`src/rtl/bcd_display_pkg.sv`:
```
// Shared types and constants for the BCD 7-segment display path.
// Segment codes are active-low {g,f,e,d,c,b,a}.
package bcd_display_pkg;

  typedef enum logic [1:0] {
    IDLE  = 2'd0,
    SHIFT = 2'd1,
    LOAD  = 2'd2
  } state_e;

  localparam int DIGIT_W = 4;

  localparam logic [6:0] SEG_BLANK = 7'h7F;

  localparam logic [6:0] SEG_LUT [10] = '{
    7'h40, 7'h79, 7'h24, 7'h30, 7'h19,
    7'h12, 7'h02, 7'h78, 7'h00, 7'h10
  };

  function automatic longint unsigned pow10(input int n);
    longint unsigned r;
    r = 64'd1;
    for (int i = 0; i < n; i++) begin
      r = r * 64'd10;
    end
    return r;
  endfunction

endpackage

```
`src/rtl/bcd_hex_display_seg7.sv`:
```
// One BCD digit to active-low 7-segment decoder with a blank override.
module seg7_digit
  import bcd_display_pkg::*;
(
  input  logic [DIGIT_W-1:0] bcd_i,
  input  logic               blank_i,
  output logic [6:0]         seg_o
);

  // Codes above 9 fall through to blank rather than showing garbage.
  always_comb begin
    seg_o = SEG_BLANK;
    if (!blank_i && (bcd_i <= 4'd9)) begin
      seg_o = SEG_LUT[bcd_i];
    end
  end

endmodule

```
`src/rtl/bcd_hex_display.sv`:
```
// Iterative double-dabble binary-to-BCD converter driving active-low 7-seg displays.
// Optional: define BCD_BLANK_LEADING_ZEROS_EN to blank digits above the most significant nonzero one.
module bcd_hex_display
  import bcd_display_pkg::*;
#(
  parameter int IN_W   = 26,
  parameter int DIGITS = 8
) (
  input  logic                      clk,
  input  logic                      rst_n,
  input  logic                      in_valid,
  output logic                      in_ready,
  input  logic [IN_W-1:0]           in_data,
  output logic [DIGIT_W*DIGITS-1:0] bcd_out,
  output logic [7*DIGITS-1:0]       hex_n,
  output logic                      done
);

  localparam int WORK_W = DIGIT_W * DIGITS;
  localparam int CNT_W  = $clog2(IN_W + 1);

  generate
    if ((IN_W >= 63) || ((64'd1 << IN_W) > pow10(DIGITS))) begin : g_bad_width
      $error("bcd_hex_display: IN_W too wide for DIGITS decimal digits");
    end
  endgenerate

  state_e              state_q, state_d;
  logic [CNT_W-1:0]    count_q, count_d;
  logic [IN_W-1:0]     shift_q, shift_d;
  logic [WORK_W-1:0]   work_q, work_d;
  logic [WORK_W-1:0]   bcd_q, bcd_d;
  logic [7*DIGITS-1:0] hex_q, hex_d;
  logic                done_q, done_d;
  logic [WORK_W-1:0]   work_adj;
  logic [7*DIGITS-1:0] seg_w;
  logic [DIGITS-1:0]   blank_w;

  // Per-digit add-3 stays within 4 bits; a digit >= 5 never exceeds 12.
  function automatic logic [WORK_W-1:0] add3_all(input logic [WORK_W-1:0] w);
    logic [WORK_W-1:0] r;
    r = w;
    for (int i = 0; i < DIGITS; i++) begin
      if (w[DIGIT_W*i +: DIGIT_W] >= 4'd5) begin
        r[DIGIT_W*i +: DIGIT_W] = w[DIGIT_W*i +: DIGIT_W] + 4'd3;
      end
    end
    return r;
  endfunction

  always_ff @(posedge clk or negedge rst_n) begin
    if (!rst_n) begin
      state_q <= IDLE;
      count_q <= '0;
      shift_q <= '0;
      work_q  <= '0;
      bcd_q   <= '0;
      hex_q   <= '1;
      done_q  <= 1'b0;
    end else begin
      state_q <= state_d;
      count_q <= count_d;
      shift_q <= shift_d;
      work_q  <= work_d;
      bcd_q   <= bcd_d;
      hex_q   <= hex_d;
      done_q  <= done_d;
    end
  end

  always_comb begin
    state_d = state_q;
    unique case (state_q)
      IDLE:    if (in_valid) state_d = SHIFT;
      SHIFT:   if (count_q == CNT_W'(1)) state_d = LOAD;
      LOAD:    state_d = IDLE;
      default: state_d = IDLE;
    endcase
  end

  always_comb begin
    count_d  = count_q;
    shift_d  = shift_q;
    work_d   = work_q;
    bcd_d    = bcd_q;
    hex_d    = hex_q;
    done_d   = 1'b0;
    work_adj = add3_all(work_q);
    unique case (state_q)
      IDLE: begin
        if (in_valid) begin
          shift_d = in_data;
          work_d  = '0;
          count_d = CNT_W'(IN_W);
        end
      end
      SHIFT: begin
        {work_d, shift_d} = {work_adj, shift_q} << 1;
        count_d = count_q - CNT_W'(1);
      end
      LOAD: begin
        bcd_d  = work_q;
        hex_d  = seg_w;
        done_d = 1'b1;
      end
      default: ;
    endcase
  end

`ifdef BCD_BLANK_LEADING_ZEROS_EN
  // Digit i is blank when it and every digit above it are zero; digit 0 always shows.
  always_comb begin
    logic upper_zero;
    upper_zero = 1'b1;
    blank_w    = '0;
    for (int i = DIGITS - 1; i >= 1; i--) begin
      upper_zero = upper_zero && (work_q[DIGIT_W*i +: DIGIT_W] == 4'd0);
      blank_w[i] = upper_zero;
    end
  end
`else
  assign blank_w = '0;
`endif

  generate
    for (genvar g = 0; g < DIGITS; g++) begin : g_seg
      seg7_digit u_seg (
        .bcd_i   (work_q[DIGIT_W*g +: DIGIT_W]),
        .blank_i (blank_w[g]),
        .seg_o   (seg_w[7*g +: 7])
      );
    end
  endgenerate

  assign in_ready = (state_q == IDLE);
  assign bcd_out  = bcd_q;
  assign hex_n    = hex_q;
  assign done     = done_q;

endmodule

```
`config.mk`:
```
export PLATFORM = sky130hd
export DESIGN_NAME = bcd_hex_display
export DESIGN_NICKNAME = d
export VERILOG_FILES = /design/src/rtl/bcd_display_pkg.sv /design/src/rtl/bcd_hex_display_seg7.sv /design/src/rtl/bcd_hex_display.sv
export SDC_FILE = /design/constraint.sdc
export NUM_CORES = 1
export LEC_CHECK = 0
export CAP_MARGIN = 20
export CORE_ASPECT_RATIO = 0.9
export CORE_MARGIN = 2
export CORE_UTILIZATION = 50
export DETAILED_ROUTE_END_ITERATION = 16
export PLACE_DENSITY = 0.77
export SLEW_MARGIN = 40
export SYNTH_ARGS = -nofsm -noshare
export SYNTH_HDL_FRONTEND = slang
export SYNTH_SLANG_ARGS = --single-unit
```
`constraint.sdc`:
```
create_clock -name clk -period 1.96 [get_ports clk]
set_input_delay 0.392 -clock clk [delete_from_list [all_inputs] [get_ports clk]]
set_output_delay 0.392 -clock clk [all_outputs]
set_load 0.01 [all_outputs]
```
# ---- Word level (Yosys, flattened, before mapping)
# Memories as Yosys holds them, arrays and structs flattened.
# Cells that the tools add are included.
# W data, S select, Z words.
dict set report classes {
  addsub 9
  order_cmp 24
  n_eq_ne 5
  muxes 42
  bitwise_logic 8
  n_reduce_logical 4
}
# op n
set ops {}
lappend ops {{$mux W7} 24}
lappend ops {{$pmux W32 S2} 1}
lappend ops {{$pmux W26 S2} 1}
lappend ops {{$ge A5 B5 Y1 const B} 8}
lappend ops {{$not A4 Y5} 8}
lappend ops {{$ge A4 B3 Y1 const B} 8}
lappend ops {{$le A4 B4 Y1 const B} 8}
lappend ops {{$mux W32} 1}
lappend ops {{$add A4 B2 Y4 const B} 7}
lappend ops {{$mux W4} 7}
lappend ops {{$mux W26} 1}
lappend ops {{$pmux W5 S2} 1}
lappend ops {{$eq A5 B1 Y1 const B} 1}
lappend ops {{$mux W5} 1}
lappend ops {{$sub A5 B1 Y5 const B} 1}
lappend ops {{$mux W2} 2}
lappend ops {{$ne A2 B2 Y1 const B} 2}
lappend ops {{$pmux W2 S2} 1}
lappend ops {{$reduce_and A2 Y1} 2}
lappend ops {{$add A3 B2 Y3 const B} 1}
lappend ops {{$mux W3} 1}
lappend ops {{$eq A2 B1 Y1 const B} 1}
lappend ops {{$eq A2 B2 Y1 const B} 1}
lappend ops {{$logic_not A2 Y1} 1}
lappend ops {{2 further kinds} 2}
dict set report word_totals {
  regBits 154
  rom_bits 896
  input_bits 29
  output_inout_bits 90
  n_memories 8
}
# memory words width rd rd_ports_with_merged_regs write_ports line
set memory_table {}
lappend memory_table {{(no name shown)} 16 7 1 0 0 bcd_hex_display_seg7.sv:14} ;# seg_o = SEG_LUT[bcd_i];
lappend memory_table {{(no name shown)} 16 7 1 0 0 bcd_hex_display_seg7.sv:14}
lappend memory_table {{(no name shown)} 16 7 1 0 0 bcd_hex_display_seg7.sv:14}
lappend memory_table {{(no name shown)} 16 7 1 0 0 bcd_hex_display_seg7.sv:14}
lappend memory_table {{(no name shown)} 16 7 1 0 0 bcd_hex_display_seg7.sv:14}
lappend memory_table {{(no name shown)} 16 7 1 0 0 bcd_hex_display_seg7.sv:14}
lappend memory_table {{2 more memories} -- -- -- -- -- --}

# ---- Logic depth before layout (Yosys ltp)
dict set report depth {
  depth_word 5
  ltp_mapped 7
}

# ---- Modules after synthesis
# From an unflattened synthesis, not the netlist that was laid out.
dict set report hier_totals {
  cells_unflattened 740
  hier_area_um2 8368.0
}
# module instances cells_per_inst area_per_inst_um2 seq_area_each_um2
set by_module_without_submodules {}
lappend by_module_without_submodules {bcd_hex_display 1 508 6686.4 3923.8}
lappend by_module_without_submodules {seg7_digit 8 29 210.2 0.0}

# ---- Worst setup path after synthesis
# Ideal clock, no wire load.
dict set report synth_timing {
  kind {flip-flop to flip-flop}
  start {register work_q[8]}
  end {register hex_q[14], in the netlist hex_n[14]}
  setup_ns 0.061
  arrival_time_ns 1.424
  required_time_ns 1.899
  slack_ns 0.476
  path_stages_with_launch 6
  n_path_buf 0
  period_less_slack_ns 1.484
  cell_sequence {dfrtp_1 > inv_1 > ha_1 > o21ba_2 > o21ai_1 > o22a_1}
}
dict set report synth_via {
  elab_chain_cells 5
  elab_cells_between_ends 6
  cone_classes {1 x order compare; 3 x mux; 1 x bitwise; 1 x memory}
}
# element line
set synth_rtl {}
lappend synth_rtl {{start, declared} bcd_hex_display.sv:31} ;# logic [WORK_W-1:0] work_q, work_d;
lappend synth_rtl {{start signal, assigned} bcd_hex_display.sv:64} ;# work_q <= work_d;
lappend synth_rtl {{$not A4 Y5 (not written as such)} bcd_hex_display_seg7.sv:14}
lappend synth_rtl {{$mem_v2 Z16 W7} --}
lappend synth_rtl {{$mux W7 (not written as such) (2 in a row)} bcd_hex_display_seg7.sv:14}
lappend synth_rtl {{$mux W7 (*)} bcd_hex_display_seg7.sv:13} ;# if (!blank_i && (bcd_i <= 4'd9)) begin
lappend synth_rtl {{end signal, assigned} bcd_hex_display.sv:58} ;# hex_q <= '1;
lappend synth_rtl {{end signal, assigned} bcd_hex_display.sv:66} ;# hex_q <= hex_d;
lappend synth_rtl {{end, declared} bcd_hex_display.sv:33} ;# logic [7*DIGITS-1:0] hex_q, hex_d;
# Every way passes the cells marked *; elsewhere a longest branch is shown, timed or not. The select of a mux whose other input is x is not followed.
# A chain may end at the register's enable or synchronous reset.

# ---- Worst setup path in the final report
dict set report layout_timing {
  start {register hex_q[44], in the netlist hex_n[44]}
  end {output port hex_n[44]}
}
# element line
set layout_lines {}
lappend layout_lines {{end, declared} bcd_hex_display.sv:15} ;# output logic [7*DIGITS-1:0] hex_n,
# No word-level cell between the ends.

==> results.cfg <==
[clocking]
clk_latency_ps = 430
htreeDepth = 4
cts-root-buf = clkbuf_16
cts_buffer_depth = 2
cts_tree = built
clkTransAtPathRegs_ps = 70
cts_buffers = 17
cts.sinks = 154

[worst_setup_path]
path_delay_family = flip-flops
crit_fanout = 2
worstPathArrival_ps = 1510
cp_slowest_cell = dfstp_2
end_kind = primary output
slowest_delay_ps = 550
crit_buf_inv = 1
worstPathCellList = clkdlybuf4s50_1
worst-setup-path-type = flop to primary output
required_ps = 1570
start_kind = flop

[timing]
slew_headroom_pct = 63.85
tns_ps = 0
fin_crit_sh_pct = 97.08
max_freq_mhz = 525.6
grt_setup_unrepaired = false
period_minus_slack_ps = 1903
worst_pin_slew_ps = 542.3
hold_viol_final = 0
setup_ws_ps = 57.26
final.setup_skew_ps = 10.43
setup_viol = 0
report.final.slew_viol_count = 0

[die]
start_util_pct = 51.02
fp.dieH_um = 122.7
die-area_um2 = 16670
core_um2 = 15330
die_width_um = 135.9
num_io_pins = 119
num_rows = 43

[placement]
place_area_um2 = 9288
numPortBuffers = 118
gp_congestion = 0.8297
preCtsSetupSlack_ps = 199.1
place_hpwl_mm = 12.36

[synthesis]
synth-seq-cells = 154
syn_area_per_cell_um2 = 10.29
syn_inst = 760
ys.flop_type = dfrtp_1
synth_edf_count = 0
syn_area_um2 = 7824
synthesis.nets = 831
async_flop_share_pct = 100.0
yosysSeqAreaShare_pct = 50.15
yosysWarnings = 0
synth.distinct_cells = 48

[route]
routed-via-count = 6277
drt_iter0_drc = 453
routed_wl_mm = 18.25
first_pass_iters = 5
viasPerCell = 5.748
routedWlPerCell_um = 16.72
drtAntennaViolNets = 0
drc = 0

[cells_and_area]
n_antenna_cell = 0
final_nets = 948
drive_gt1_share_pct = 15.39
fillers = 1281
design_area_um2 = 9930
final_core_util_pct = 64.76
syn_to_final_growth_pct = 26.92

[power_and_ir_drop]
leakage_nw = 4.185
power_density_nw_per_um2 = 1549
ir_worst_vdd_v = 0.0008681
p_total_w = 0.01538

[grt]
first_global_vias = 6035
grt_overflow_total = 0
track_usage_pct = 23.16
grt_pass1_wl_mm = 30.40
grt_max_degree = 65
antenna_found_initial = 0

[flow_run]
maxCapViolCount = 0

[min_path]
hold_path.class = primary input to asynchronous set/reset pin

[run_status]
outcome = complete, no violations
==> metal layers <==
| layer | up-vias | global-route usage (%) | wire length [um] |
|---|---|---|---|
| li1 | 2998 | - | - |
| met1 | 3101 | 32.90 | 8629 |
| met2 | 159 | 36.14 | 8524 |
| met3 | 19 | 4.998 | 892 |
| met4 | 0 | 6.445 | 207 |
| met5 | - | 0 | 0 |
==> final timing paths <==
kind                       cells past startpoint  slack (ps)           to        start
hold / removal                                 2         420  bcd_out[14]        rst_n
max in group asynchronous                      3         850     hex_n[7]        rst_n
hold reg to reg                                2         480  bcd_out[14]  bcd_out[14]
min in group clk                               2         480  bcd_out[14]  bcd_out[14]
setup reg to reg                               5         190    hex_n[55]   work_q[28]
setup / recovery                               1          60    hex_n[44]    hex_n[44]
==> power breakdown <==
| group | switching, W | internal (W) |
|---|---|---|
| Combinational | 0.00333 | 0.00320 |
| Sequential | 0.00102 | 0.00441 |
| Clock | 0.00126 | 0.00217 |
| Total | 0.00561 | 0.00978 |
==> per-stage QoR <==
step                hold WS, ps  instances
floorplan                 96.41        760
global placement          305.6       1058
detailed placement        306.1       1058
CTS                       421.4       1092
global route              444.1       1092
finish                    415.3       1092
==> placed cells by master, fill, tap and decap left out, types with 6 or more instances in the layout <==
cell type / instances
a22oi_1: 21
o21a_1: 12
clkbuf_16: 17
nand2b_1: 12
inv_1: 31
or2_2: 8
clkdlybuf4s50_1: 115
and3_1: 9
a211oi_1: 8
buf_12: 6
dfrtp_1: 97
o22a_1: 44
o21ai_0: 67
ha_1: 42
nand2_1: 76
xnor2_1: 7
o311ai_0: 6
mux2i_1: 8
a31oi_1: 9
nor2_1: 23
o21ai_1: 10
dfstp_2: 56
o2111ai_1: 16
o32ai_1: 7
o21ba_2: 9
o221ai_1: 8
a21oi_1: 45
nor2b_1: 34
buf_4: 18
==> Yosys cell counts, types with 21 or more instances <==
master	count	share of area, %
a21oi_1	45	2.9
a22oi_1	21	2.0
buf_2	27	1.7
dfrtp_1	98	31
dfstp_2	56	19
ha_1	42	6.7
inv_1	31	1.5
nand2_1	76	3.6
nor2_1	23	1.1
nor2b_1	35	2.8
o21ai_0	67	4.3
o22a_1	44	4.9
==> logic make-up after synthesis <==
logic type               synth area share, %
AO/OA/AOI/OAI                          25.22
AND/OR/NAND/NOR                        11.40
flip-flops                             50.15
buffers and inverters                  4.702
adder cells (fa/ha/maj)                6.717
multiplexers                           1.024
XOR/XNOR                              0.7836
==> final cells by class <==
| class | count | area (um2) | area share, % |
|---|---|---|---|
| Timing Repair Buffer | 143 | 1453 | 14.63 |
| Sequential cell | 154 | 3925 | 39.53 |
| Clock inverter | 7 | 112.6 | 1.134 |
| Multi-Input combinational cell | 524 | 3542 | 35.67 |
| Clock buffer | 25 | 505.5 | 5.091 |
| Inverter | 37 | 138.9 | 1.399 |
| Tap cell | 202 | 252.7 | 2.545 |
==> repair_timing <==
| item | CTS | global route |
|---|---|---|
| hold buffers | 1 | 0 |
| pin swaps | 0 | 0 |
| hold endpoints to repair | 12 | 0 |
| buffers inserted | 1 | 0 |
| resized for setup | 1 | 2 |
| gates cloned | 0 | 0 |
| setup endpoints to repair | 1 | 2 |
==> flip-flops by register name, summed over array words and instances, names as in the netlist <==
signal   count
shift_q     26
hex_n       56
bcd_out     32
state_q      2
work_q      32
done         1
count_q      5
No activity file was read; power rests on OpenSTA's default activity.
